==> config.mk <==
export PLATFORM = sky130hd
export DESIGN_NAME = adt7420_i2c_responder
export DESIGN_NICKNAME = d
export VERILOG_FILES = /design/src/rtl/adt7420_i2c_responder.sv
export SDC_FILE = /design/constraint.sdc
export NUM_CORES = 1
export LEC_CHECK = 0
export ABC_AREA = 1
export BUFFER_PORTS_ARGS = -buffer_cell sky130_fd_sc_hd__buf_2
export CAP_MARGIN = 20
export CORE_MARGIN = 5
export CORE_UTILIZATION = 55
export DETAILED_ROUTE_END_ITERATION = 7
export HOLD_SLACK_MARGIN = 0.06
export PLACE_DENSITY = 0.81
export SETUP_SLACK_MARGIN = 0.15
export SLEW_MARGIN = 25
export SYNTH_ARGS = -nofsm -noshare
export SYNTH_HDL_FRONTEND = slang
export SYNTH_SLANG_ARGS = --single-unit
export TNS_END_PERCENT = 1
==> constraint.sdc <==
create_clock -name ILA_Clk -period 3 [get_ports ILA_Clk]
set_input_delay 0.6 -clock ILA_Clk [delete_from_list [all_inputs] [get_ports ILA_Clk]]
set_output_delay 0.6 -clock ILA_Clk [all_outputs]
set_load 0.02 [all_outputs]
==> src/rtl/adt7420_i2c_responder.sv <==
// ADT7420-compatible I2C target: oversampled SCL/SDA, pointer/config/ID register map, open-drain SDA.
// Build option: define ADT7420_RESP_AUTOINC_EN to advance the pointer after every data byte.
`timescale 1ns/1ps

module adt7420_i2c_responder #(
  parameter logic [6:0] DEV_ADDR = 7'h48,
  parameter int         HOLD_CYC = 4
) (
  input  logic        ILA_Clk,
  input  logic        Reset_n,
  input  logic        SCL_in,
  input  logic        SDA_in,
  output logic        SDA_oe,
  input  logic [15:0] Temp_in,
  output logic [7:0]  Config_out,
  output logic [7:0]  State,
  output logic        Addr_match,
  output logic        Busy
);

  typedef enum logic [3:0] {
    IDLE      = 4'd0,
    ADDR      = 4'd1,
    ADDR_ACK  = 4'd2,
    PTR       = 4'd3,
    PTR_ACK   = 4'd4,
    WDATA     = 4'd5,
    WDATA_ACK = 4'd6,
    TX        = 4'd7,
    TX_ACK    = 4'd8,
    WAIT_STOP = 4'd9
  } state_t;

  localparam logic [7:0] HOLD_LD = 8'(HOLD_CYC);

  state_t      state_q;
  logic        scl_p0, scl_p1, scl_p2;
  logic        sda_p0, sda_p1, sda_p2;
  logic [2:0]  bit_cnt;
  logic [7:0]  ptr_q;
  logic [7:0]  config_q;
  logic [7:0]  hold_cnt;
  logic        hold_act;
  logic [7:0]  shift_q;
  logic [7:0]  tx_q;
  logic [15:0] snap_q;
  logic        rw_q;

  logic        scl_rise, scl_fall, start_evt, stop_evt;
  logic [7:0]  rx_byte;
  logic        byte_done, addr_hit, tx_load, oe_target;

  function automatic logic [7:0] rd_reg(input logic [7:0] p, input logic [15:0] t,
                                        input logic [7:0] c);
    case (p)
      8'h00:   return t[15:8];
      8'h01:   return t[7:0];
      8'h03:   return c;
      8'h0B:   return 8'hCB;
      default: return 8'h00;
    endcase
  endfunction

  function automatic logic [7:0] ptr_next(input logic [7:0] p);
`ifdef ADT7420_RESP_AUTOINC_EN
    return (p == 8'h0F) ? 8'h00 : p + 8'h01;
`else
    return p;
`endif
  endfunction

  // Events need SCL stable high across both samples, so simultaneous SCL/SDA changes are plain data.
  assign scl_rise  = scl_p1 & ~scl_p2;
  assign scl_fall  = ~scl_p1 & scl_p2;
  assign start_evt = scl_p1 & scl_p2 & sda_p2 & ~sda_p1;
  assign stop_evt  = scl_p1 & scl_p2 & ~sda_p2 & sda_p1;
  assign rx_byte   = {shift_q[6:0], sda_p1};
  assign byte_done = (bit_cnt == 3'd7);
  assign addr_hit  = (rx_byte[7:1] == DEV_ADDR);
  assign tx_load   = ((state_q == ADDR_ACK) && rw_q) || ((state_q == TX_ACK) && !sda_p1);

  always_comb begin
    oe_target = 1'b0;
    case (state_q)
      ADDR_ACK, PTR_ACK, WDATA_ACK: oe_target = 1'b1;
      TX:                           oe_target = ~tx_q[7];
      default:                      oe_target = 1'b0;
    endcase
  end

  assign State      = {4'h0, state_q};
  assign Config_out = config_q;

  // Stage p0/p1: two-flop synchronizer; p2: previous sample for edge detection
  always_ff @(posedge ILA_Clk or negedge Reset_n) begin
    if (!Reset_n) begin
      scl_p0     <= 1'b1;
      scl_p1     <= 1'b1;
      scl_p2     <= 1'b1;
      sda_p0     <= 1'b1;
      sda_p1     <= 1'b1;
      sda_p2     <= 1'b1;
      state_q    <= IDLE;
      bit_cnt    <= 3'd0;
      ptr_q      <= 8'h00;
      config_q   <= 8'h00;
      hold_cnt   <= 8'h00;
      hold_act   <= 1'b0;
      SDA_oe     <= 1'b0;
      Addr_match <= 1'b0;
      Busy       <= 1'b0;
    end else begin
      scl_p0     <= SCL_in;
      scl_p1     <= scl_p0;
      scl_p2     <= scl_p1;
      sda_p0     <= SDA_in;
      sda_p1     <= sda_p0;
      sda_p2     <= sda_p1;
      Addr_match <= 1'b0;
      if (stop_evt) begin
        state_q  <= IDLE;
        SDA_oe   <= 1'b0;
        Busy     <= 1'b0;
        hold_act <= 1'b0;
      end else if (start_evt) begin
        state_q  <= ADDR;
        bit_cnt  <= 3'd0;
        SDA_oe   <= 1'b0;
        hold_act <= 1'b0;
      end else begin
        // SDA only ever moves HOLD_CYC cycles into the SCL low phase
        if (scl_fall) begin
          hold_act <= 1'b1;
          hold_cnt <= HOLD_LD;
        end else if (hold_act) begin
          if (hold_cnt <= 8'd1) begin
            hold_act <= 1'b0;
            SDA_oe   <= oe_target;
            if (state_q == ADDR_ACK && !SDA_oe) Addr_match <= 1'b1;
          end else begin
            hold_cnt <= hold_cnt - 8'd1;
          end
        end
        if (scl_rise) begin
          case (state_q)
            ADDR: begin
              bit_cnt <= bit_cnt + 3'd1;
              if (byte_done) begin
                state_q <= addr_hit ? ADDR_ACK : WAIT_STOP;
                Busy    <= addr_hit;
              end
            end
            ADDR_ACK: begin
              bit_cnt <= 3'd0;
              state_q <= rw_q ? TX : PTR;
            end
            PTR: begin
              bit_cnt <= bit_cnt + 3'd1;
              if (byte_done) begin
                ptr_q   <= rx_byte;
                state_q <= PTR_ACK;
              end
            end
            PTR_ACK, WDATA_ACK: begin
              bit_cnt <= 3'd0;
              state_q <= WDATA;
            end
            WDATA: begin
              bit_cnt <= bit_cnt + 3'd1;
              if (byte_done) begin
                if (ptr_q == 8'h03) config_q <= rx_byte;
                ptr_q   <= ptr_next(ptr_q);
                state_q <= WDATA_ACK;
              end
            end
            TX: begin
              bit_cnt <= bit_cnt + 3'd1;
              if (byte_done) begin
                ptr_q   <= ptr_next(ptr_q);
                state_q <= TX_ACK;
              end
            end
            TX_ACK: begin
              bit_cnt <= 3'd0;
              state_q <= sda_p1 ? WAIT_STOP : TX;
            end
            default: ;
          endcase
        end
      end
    end
  end

  // Data path: receive shifter, transmit shifter and the read-coherent temperature snapshot
  always_ff @(posedge ILA_Clk) begin
    if (scl_rise) begin
      shift_q <= rx_byte;
      if (state_q == ADDR && byte_done) begin
        rw_q <= rx_byte[0];
        if (addr_hit && rx_byte[0]) snap_q <= Temp_in;
      end
      if (tx_load) tx_q <= rd_reg(ptr_q, snap_q, config_q);
      else if (state_q == TX) tx_q <= {tx_q[6:0], 1'b0};
    end
  end

endmodule

* Yosys cells after proc, flatten, opt, wreduce, memory -nomap -nowiden
Cells that the tools add are included.
** Storage, ports and cells
- Logic and storage cells :: 132
- Register bits after elaboration :: 73
- Input bits :: 20
** Cells by class
- Order comparisons :: 1
- Add/subtract/negate cells :: 2
- Equality and inequality tests :: 20
- Bitwise logic cells :: 14
- Multiplexer cells :: 42
- Reduce and logical (&&, ||, !) cells :: 34
** Operator list (number)
- $mux W8 :: 5
- $mux W4 :: 9
- $pmux W8 S4 :: 1
- $pmux W4 S7 :: 1
- $mux W1 :: 21
- $eq A4 B3 Y1 const B :: 4
- $ne A4 B4 Y1 const B :: 4
- $reduce_and A6 Y1 :: 2
- $reduce_bool A2 Y1 :: 6
- $reduce_bool A3 Y1 :: 4
- $mux W3 :: 3
- $reduce_and A3 Y1 :: 3
- $reduce_bool A9 Y1 :: 1
- $eq A4 B2 Y1 const B :: 2
- $eq A8 B1 Y1 const B :: 1
- $eq A8 B2 Y1 const B :: 1
- $eq A8 B4 Y1 const B :: 1
- $le A8 B1 Y1 const B :: 1
- $logic_not A8 Y1 :: 1
- $reduce_and A4 Y1 :: 2
- $reduce_or A4 Y1 :: 2
- $sub A8 B1 Y8 const B :: 1
- $and A1 B1 Y1 :: 7
- $eq A7 B7 Y1 const B :: 1
- other kinds (17) :: 29

* Depth between registers and ports, before layout
- Word-level depth :: 8
- Mapped depth :: 9
- Gate-level depth less buffers :: 9

* Worst setup path before layout
OpenSTA, ideal clock, no wires.
- Kind :: register to register
- From :: reg scl_p1
- To :: reg snap_q[0] (enable)
- Buffers on the path :: 0
- Data arrival time :: 1954 ps
- Period minus slack after synthesis :: 2342 ps
- Cell stages (with the launch flop) :: 9
- Slack :: 658 ps
- Data required time :: 2612 ps
- Cells stage by stage :: dfstp_2 inv_1 nor2_4 nand2_2 inv_1 nand3_1 inv_1 nand3_1 nor2_1
** On the way
- Word-level cells in the longest chain between the ends :: 2
** Ends and longest elaborated chain
- start, declared :: RTL line 37 : logic scl_p0, scl_p1, scl_p2;
- start signal, assigned :: RTL line 114 : scl_p1 <= scl_p0;
- $and A1 B1 Y1 :: RTL line 73 : assign scl_rise = scl_p1 & ~scl_p2;
- via scl_rise :: RTL line 49 : logic scl_rise, scl_fall, start_evt, stop_evt;
- $reduce_and A3 Y1 (no source line)
- end signal, assigned :: RTL line 200 : if (addr_hit && rx_byte[0]) snap_q <= Temp_in;
- end, declared :: RTL line 46 : logic [15:0] snap_q;
The timed path passes the listed nets, and every way through them passes these cells.
A chain may end at the register's enable or synchronous reset.

* Worst setup path in the final report
- From :: reg scl_p1
- To :: reg snap_q[15] (enable)
The elaborated chain is that of the path after synthesis.

==> results.md <==
- Num ports: 39
- Clock Latency Late Sink: 0.35 ns
- Inserted Diodes: 0
- Die W: roughly 90 µm
- Reg2reg path depth: 9
- Post_cts resized: 0
- Routed wire length per instance: 14.2 µm
- Root Driver: clkbuf_8
- Max-cap violations: 0
- Fin crit share: about 70%
- Critical Path Start Type: flop
- Global-route wire length before repair: about 12 mm
- GRT Total Usage: 19.6%
- Final core utilization: 63.1%
- Crit path max fanout: 16
- Seq/Total Area, Yosys: between 50% and 60%
- Yosys reg bits: 73
- Area delta synth->final: 13.5%
- Mapped Area: 3490 µm²
- Worst path bufs/invs: 4
- DRT Wirelength: between 7 and 8 mm
- Worst Path Required: roughly 3 ns
- Final hold viol count: 0
- Post-Place Cell Area: ~3700 µm²
- CP top delay family: simple AND/OR/NAND/NOR gates
- Die area: approximately 8000 µm²
- Outcome: complete, no violations
- Total clock buffers created by CTS: 9
- Final HPWL DP: slightly above 5 mm
- Arr. time, crit path: about 2.2 ns
- RSZ-0062 raised after global routing: no
- Sequential power share: a little over two fifths
- CTS tree: yes
- Type of element capturing the critical path: flop
- # H-tree levels: 3
- Port bufs: 34
- Post-route total power: 3.07 mW
- Peak supply drop: around 0.7 mV
- Initial drt markers: 198
- Post-Syn Instances: around 380
- Setup TNS: 0 ns
- Largest net degree at the start of global routing: 42
- Mean Syn Cell Area: between 9 and 10 µm²
- Clock network fraction of total power: a little under a third
- Comb pwr share: 27.6%
- Int Pwr: 2.01 mW
- FMAX: around 0.48 GHz
- Skew final: about 0.0085 ns
- Clock Pin Slew Worst Setup and Hold Paths: 0.08 ns
- Max_slew headroom: approximately two fifths
- Yosys cell types: 33
- Post-route ant nets: 0
- Total Nets Final: about 440
- Warnings, synthesis: 0
- RePlAce Congestion: about 0.91
- DRC viols: 0
- Share of cells above drive strength 1: 24.0%
- Hold crit path type: input pin to flop
- Hold buffer count at CTS: 0
- Rows: 29
- Hold path cells: 1
- Die Ht: between 80 and 90 µm
- DR vias: about 2,600
- Grt ovf: 0
- Fin. max-slew vios: 0
- Starting Density: a little under three fifths
- Clock buffer depth: 2
- Initial antenna violation count: 0
- Switching power: between 1 and 1.5 mW
- Placeable Area: between 6000 and 7000 µm²
- CTS Sinks: 73
- Number of global-route vias before repair: between 2,000 and 2,500
- Actual slew at the worst max-slew pin: between 0.8 and 0.9 ns
- Min Clock Period, post-route: between 2 and 2.5 ns
- Maximum single-stage delay on the critical path: about 0.55 ns
- Final WS setup: between 0.8 and 0.9 ns
- Cell mode on critical path: inv_1
- Sw frac: roughly 34%
- Crit Path Class: flop to flop
- Design Area, Final: between 3000 and 4000 µm²
- Setup bufs post-CTS: 0
- Pre-Repair DR Iteration Count: 5
- Pwr Density: a little under 800 nW/µm²
- Final setup fails: 0
- Worst-path cell chain: inv_1 > nor2_4 > nand2_2 > inv_1 > nand3_1 > inv_1 > nand3_1 > nor2_1 > buf_4
- Slowest-stage cell, CP: dfstp_2
- Pre-CTS setup slack: 0.915 ns
- Vias per Instance: 5.21
- LEAKAGE: 1.94 nW
- Critical path depth: 9
per-stage QoR:
stage | std cells | hold WS [ns]
5_1_grt | 502 | 0.323
3_5_place_dp | 486 | 0.351
2_1_floorplan | 381 | 0.304
3_3_place_gp | 486 | 0.347
6_report | 502 | 0.346
4_1_cts | 502 | 0.334
state kept, by name, indices dropped and copies added, names as in the netlist, 3 cells and up:
signal	count
snap_q	16
state_q	4
shift_q	7
bit_cnt	3
ptr_q	8
tx_q	8
Config_out	8
hold_cnt	8
cell usage in the layout (no fill, tap or decap), drive strengths merged, types with 4 or more instances in the layout:
master    n
edfxtp   32
clkbuf    9
conb      4
buf      35
nand3    38
nand2   127
dfstp     6
o21ai    31
nor2     40
inv      37
nor3      4
dfrtp    35
ha        4
logic make-up after synthesis:
group / count (synthesis) / synth area share (%)
AO/OA/AOI/OAI: 38 / 6.77
XOR/XNOR: 3 / 0.752
adder cells (fa/ha/maj): 4 / 1.43
buffers and inverters: 44 / 5.69
flip-flops: 73 / 57.1
other: 1 / 0.107
AND/OR/NAND/NOR: 215 / 28.2
cell usage after synthesis, drive strengths merged:
| cell | instances | share of area (%) |
|---|---|---|
| or2 | 3 | 0.54 |
| o21ai | 31 | 5.5 |
| nand3 | 38 | 5.9 |
| edfxtp | 32 | 28 |
| dfrtp | 35 | 25 |
| nand2 | 127 | 15 |
| nor3 | 4 | 0.90 |
| o31ai | 1 | 0.21 |
| inv | 37 | 4.0 |
| o21bai | 2 | 0.43 |
| dfstp | 6 | 4.5 |
| conb | 1 | 0.11 |
| nor2 | 40 | 5.4 |
| a21oi | 3 | 0.43 |
| xor2 | 3 | 0.75 |
| buf | 7 | 1.6 |
| nor4 | 1 | 0.18 |
| ha | 4 | 1.4 |
| nand3b | 2 | 0.43 |
| a31oi | 1 | 0.18 |
path summary, 6_finish.rpt:
path | slack [ns] | startpoint | to
worst max-delay path | 0.90 | scl_p1 | snap_q[15]
worst min-delay path | 0.35 | SCL_in | scl_p0
worst max register to register | 0.90 | scl_p1 | snap_q[15]
worst min register to register | 0.36 | sda_p0 | sda_p1
max in group asynchronous | 2.08 | Reset_n | Config_out[2]
min in group asynchronous | 0.37 | Reset_n | hold_cnt[1]
area by class of cell:
class                   instances  area (µm²)
clock buffers                   9         124
clock inverters                 7         119
fillers                       503        2310
inverters                      37         141
multi-input cells             264        1310
flip-flops and latches         73        1990
well taps                      77        96.3
repair buffers                 35         178
power by group through the flow:
stage               clock network (mW)  registers, mW  logic, mW
finish                           0.938           1.29      0.846
global route                     0.996           1.30      0.975
CTS                              0.944           1.28      0.848
detailed placement                   0           1.30      0.838
global placement                     0           1.30      0.813
floorplan                            0           1.32      0.622
per-layer routing:
metal	vias to the layer above	part of all wire, %	GRT usage [%]
met5	-	0	0
met4	0	1.7	7.04
met3	11	5.1	5.47
met2	72	50	31.6
met1	1223	43	25.3
li1	1307	-	-
No activity file was read; power rests on OpenSTA's default activity.
